### config.mk
export PLATFORM = sky130hd
export DESIGN_NAME = mega_alu_mbseq
export DESIGN_NICKNAME = d
export VERILOG_FILES = /design/src/rtl/mega_alu_mbseq.sv
export SDC_FILE = /design/constraint.sdc
export NUM_CORES = 1
export LEC_CHECK = 0
export CORE_UTILIZATION = 49
export DETAILED_ROUTE_END_ITERATION = 8
export GPL_TIMING_DRIVEN = 0
export PLACE_DENSITY = 0.95
export SETUP_SLACK_MARGIN = 0.4
export SLEW_MARGIN = 40
export SYNTH_ARGS = -nofsm -noshare
export SYNTH_HDL_FRONTEND = slang
export SYNTH_SLANG_ARGS = --single-unit
### constraint.sdc
create_clock -name clk -period 6.4 [get_ports clk]
set_input_delay 1.92 -clock clk [delete_from_list [all_inputs] [get_ports clk]]
set_output_delay 1.92 -clock clk [all_outputs]
set_load 0.005 [all_outputs]
### src/rtl/mega_alu_mbseq.sv
// Multi-byte sequencer in front of the 8-bit MEGA ALU: issues one carry-chained ALU op per
// cycle, LSB first, writes each result byte back and accumulates a multi-byte Z flag.
module mega_alu_mbseq #(
  parameter int unsigned MAX_BYTES = 8,
  parameter int unsigned LEN_W     = 4
) (
  input  logic             clk,
  input  logic             rst,
  input  logic             req_valid,
  output logic             req_ready,
  input  logic [2:0]       req_op,
  input  logic [LEN_W-1:0] req_len,
  input  logic [4:0]       req_rd,
  input  logic [4:0]       req_rr,
  input  logic [7:0]       req_sreg,
  output logic [15:0]      alu_inst,
  output logic [4:0]       alu_rda,
  output logic [4:0]       alu_rra,
  output logic [7:0]       alu_sreg_in,
  input  logic [7:0]       alu_r,
  input  logic [7:0]       alu_sreg_out,
  output logic             rf_we,
  output logic [4:0]       rf_wa,
  output logic [7:0]       rf_wd,
  output logic             busy,
  output logic             done,
  output logic             err,
  output logic [7:0]       sreg_result
);

  typedef enum logic [1:0] {StIdle, StRun, StDone} state_e;

  localparam logic [2:0] OpAdd = 3'd0;
  localparam logic [2:0] OpSub = 3'd1;
  localparam logic [2:0] OpCp  = 3'd2;
  localparam logic [2:0] OpAnd = 3'd3;
  localparam logic [2:0] OpOr  = 3'd4;
  localparam logic [2:0] OpEor = 3'd5;

  state_e           state_q, state_d;
  logic [2:0]       op_q, op_d;
  logic [LEN_W-1:0] len_q, len_d;
  logic [LEN_W-1:0] idx_q, idx_d;
  logic [4:0]       rd_q, rd_d;
  logic [4:0]       rr_q, rr_d;
  logic [7:0]       sreg_q, sreg_d;
  logic [7:0]       sreg_result_q, sreg_result_d;
  logic             err_q, err_d;

  logic             accept;
  logic             req_bad;
  logic             first;
  logic             last;
  logic             zacc;
  logic [5:0]       prefix;

  assign accept = req_valid && (state_q == StIdle);
  assign first  = (idx_q == '0);
  assign last   = (idx_q == len_q - LEN_W'(1));

  // Operand ranges must fit in r0..r31 without wrapping.
  assign req_bad = (req_len == '0) || (32'(req_len) > MAX_BYTES) || (req_op > OpEor) ||
                   (32'(req_rd) + 32'(req_len) > 32'd32) ||
                   (32'(req_rr) + 32'(req_len) > 32'd32);

  // Z must cover every byte, including for logic ops whose ALU Z ignores the chain.
  assign zacc = first ? alu_sreg_out[1] : (sreg_q[1] & alu_sreg_out[1]);

  always_ff @(posedge clk or posedge rst) begin
    if (rst) begin
      state_q       <= StIdle;
      op_q          <= '0;
      len_q         <= '0;
      idx_q         <= '0;
      rd_q          <= '0;
      rr_q          <= '0;
      sreg_q        <= '0;
      sreg_result_q <= '0;
      err_q         <= 1'b0;
    end else begin
      state_q       <= state_d;
      op_q          <= op_d;
      len_q         <= len_d;
      idx_q         <= idx_d;
      rd_q          <= rd_d;
      rr_q          <= rr_d;
      sreg_q        <= sreg_d;
      sreg_result_q <= sreg_result_d;
      err_q         <= err_d;
    end
  end

  always_comb begin
    state_d       = state_q;
    op_d          = op_q;
    len_d         = len_q;
    idx_d         = idx_q;
    rd_d          = rd_q;
    rr_d          = rr_q;
    sreg_d        = sreg_q;
    sreg_result_d = sreg_result_q;
    err_d         = 1'b0;
    case (state_q)
      StIdle: begin
        if (accept) begin
          if (req_bad) begin
            err_d = 1'b1;
          end else begin
            op_d    = req_op;
            len_d   = req_len;
            rd_d    = req_rd;
            rr_d    = req_rr;
            idx_d   = '0;
            sreg_d  = req_sreg;
            state_d = StRun;
          end
        end
      end
      StRun: begin
        sreg_d = {alu_sreg_out[7:2], zacc, alu_sreg_out[0]};
        if (last) begin
          sreg_result_d = sreg_d;
          state_d       = StDone;
        end else begin
          idx_d = idx_q + LEN_W'(1);
        end
      end
      StDone:  state_d = StIdle;
      default: state_d = StIdle;
    endcase
  end

  always_comb begin
    req_ready   = (state_q == StIdle);
    busy        = (state_q == StRun);
    done        = (state_q == StDone);
    alu_inst    = '0;
    alu_rda     = '0;
    alu_rra     = '0;
    alu_sreg_in = '0;
    rf_we       = 1'b0;
    rf_wa       = '0;
    rf_wd       = '0;
    prefix      = '0;
    if (state_q == StRun) begin
      alu_rda = rd_q + 5'(idx_q);
      alu_rra = rr_q + 5'(idx_q);
      case (op_q)
        OpAdd:   prefix = first ? 6'b000011 : 6'b000111;
        OpSub:   prefix = first ? 6'b000110 : 6'b000010;
        OpCp:    prefix = first ? 6'b000101 : 6'b000001;
        OpAnd:   prefix = 6'b001000;
        OpOr:    prefix = 6'b001010;
        OpEor:   prefix = 6'b001001;
        default: prefix = '0;
      endcase
      alu_inst    = {prefix, alu_rra[4], alu_rda[4], alu_rda[3:0], alu_rra[3:0]};
      alu_sreg_in = sreg_q;
      rf_we       = (op_q != OpCp);
      rf_wa       = alu_rda;
      rf_wd       = alu_r;
    end
  end

  assign err         = err_q;
  assign sreg_result = sreg_result_q;

endmodule

==> results.json <==
{
  "ir_drop_mv": 0.244,
  "crit_required_ns": 4.48,
  "final_common_cell": "clkdlybuf4s50_1",
  "synth_edf_count": 0,
  "rsz0062_at_grt": "no",
  "placed_cells": 456,
  "slew_headroom_pct": 60.1,
  "syn_area_per_cell_um2": 10.5,
  "layout-drive-gt1-share_pct": 17.6,
  "nNetsFinal": 458,
  "instances_no_fill": 464,
  "cts_inserted_buffers": 5,
  "whs_ns": 0.516,
  "ys_seq_elements": 40,
  "syn-cell-area_um2": 2930,
  "antenna_left": 0,
  "min_path_type": "reg -> reg",
  "fillerInstances": 362,
  "cts.reportedPaths.clkPinSlew_ns": 0.07,
  "fin_setup_tns_ns": 0,
  "setup_viol": 0,
  "dpl-instance-area_um2": 4090,
  "endpoint_kind": "output pin",
  "design_area_um2": 4220,
  "die_x_um": 79.4,
  "grt_overflow": 0,
  "areaGrowthSynthToFinish_pct": 43.9,
  "hold_viol_final": 0,
  "cpMostUsedCell": "clkdlybuf4s50_1",
  "grt.total_usage_pct": 25.0,
  "hp-start": "rd_q[0]",
  "seq_area_um2": 1000,
  "diodes": 0,
  "powerDensity_nw_per_um2": 500,
  "most-common-layout-cells": "101 x clkdlybuf4s50_1, 40 x dfrtp_1, 21 x mux2_2",
  "synth_ff_type": "dfrtp_1",
  "cts-htree-levels": 2,
  "portBuffers": 101,
  "timing.final.crit_share_pct": 77.0,
  "startpoint": "alu_r[4]",
  "r2r_start": "state_q[1]",
  "cpPeakStageDelay_ns": 0.50,
  "cts_root_buf": "clkbuf_8",
  "tightestPinTransition_ns": 0.597,
  "grt_pass1_vias": 2501,
  "cts_tree": "done",
  "total_power_mw": 2.11,
  "initial_core_util_pct": 52.0,
  "crit_family": "buffers and inverters",
  "ios": 104,
  "arrival_ns": 3.01,
  "ys_seq_area_share_pct": 34.1,
  "routedWlPerCell_um": 16.3,
  "drc": 0,
  "cp_max_fo": 1,
  "coreArea_um2": 5640,
  "critical_path_class": "in -> out",
  "cts_resized": 0,
  "first_pass_iters": 4,
  "crit_path_cell_trace": "clkdlybuf4s50_1 -> and2_1 -> clkdlybuf4s50_1",
  "drt_wl_total_um": 7560,
  "viasPerCell": 5.53,
  "drtIter0Drc": 179,
  "status": "finished, final reports clean",
  "clk-insertion-delay-late_ns": 0.29,
  "grt_pass1_wl_um": 12200,
  "die-area_um2": 6300,
  "clockBufferDepth": 2,
  "multi_input_area_um2": 1690,
  "antenna_found_initial": 0,
  "synth_warnings": 0,
  "path_buf_inv": 2,
  "gp_congestion": 0.820,
  "fin_skew_ns": 0.00443,
  "syn_inst": 280,
  "cap_violations": 0,
  "post_cts_buffers": 0,
  "row_count": 27,
  "cp_slowest_cell": "clkdlybuf4s50_1",
  "holdBufCountCts": 0,
  "fmax_mhz": 203,
  "async_reset_ff_share_pct": 100,
  "cp-start-kind": "primary input",
  "cellLeakagePower_nw": 1.83,
  "grt_start_max_net_pins": 18,
  "layout_min_cycle_time_ns": 4.93,
  "dr_total_vias": 2564,
  "yosysUniqueCellTypes": 52,
  "cts_num_sinks": 40,
  "report.final.slew_viol_count": 0,
  "hpwl_um": 5950,
  "die_h_um": 79.4
}
where the power goes:
group          internal (mW)  switching [mW]
sequential             0.378           0.121
combinational          0.845           0.541
clock                  0.138          0.0871
total                   1.36           0.749
synthesized netlist by cell type (all sizes together) (4+ instances only):
library cell	count	area, µm²
nand2	7	26.3
dfrtp	40	1000
and2	20	125
xor2	6	52.6
inv	19	71.3
a221o	7	70.1
o21ai	6	30.0
mux2	29	353
a22o	7	61.3
clkbuf	5	18.8
nor3	7	51.3
a21o	4	30.0
a21oi	10	53.8
nor2b	4	25.0
nand2b	5	31.3
buf	21	154
nor2	15	72.6
ha	19	238
xnor2	9	78.8
fa	4	80.1
state kept, by name, summed over array words and instances, names as in the netlist:
name         flops
rd_q             5
state_q          2
len_q            4
sreg_q           8
rr_q             5
idx_q            4
sreg_result      8
op_q             3
err              1
cell families (layout without fill, tap and decap cells):
logic type      count (synthesis)  in the layout  share of synthesized area (%)
compound gates                 52             52                           14.0
xor+xnor                       15             15                           4.48
fa+ha+maj                      23             23                           10.8
buf+inv                        45            156                           8.32
flops                          40             40                           34.1
mux                            31             31                           12.7
other cells                     1              2                          0.128
simple gates                   73             73                           15.4
stage by stage:
step,utilization (%),setup slack (ns)
after floorplan,-,2.21
after global placement,71.6,1.37
after detailed placement,72.5,1.28
after CTS,74.8,1.47
after global routing,74.8,1.45
final,74.8,1.47
routing by layer:
layer / vias up / global-route usage [%] / routed length (µm)
met5: - / 0 / 0
met4: 0 / 6.91 / 115
met3: 9 / 2.53 / 316
met2: 81 / 46.1 / 4030
met1: 1273 / 30.6 / 3100
li1: 1201 / - / -
worst paths after layout:
path	endpoint	slack, ns	depth (start not counted)
min in group asynchronous	sreg_result[7]	1.87	2
worst min register to register	rd_q[0]	0.52	1
max in group asynchronous	idx_q[3]	4.00	4
worst max-delay path	rf_wd[4]	1.47	3
worst max register to register	len_q[2]	4.05	5
worst min-delay path	rd_q[0]	0.52	1
worst reg2reg max path: cells and delay by family, from the launching register on:
family	cells	cell delay (ns)
and+or+nand+nor	2	0.99
buffers and inverters	2	0.48
muxes	1	0.31
DFF	1	0.46
layout make-up:
type,instances,area share [%]
Buffer,26,4.09
Clock buffer,7,2.28
Clock inverter,1,0.711
Inverter,19,1.69
Multi-Input combinational cell,196,40.1
Sequential cell,40,23.7
Tap cell,72,2.13
Timing Repair Buffer,103,25.3
No activity file was read; power rests on OpenSTA's default activity.
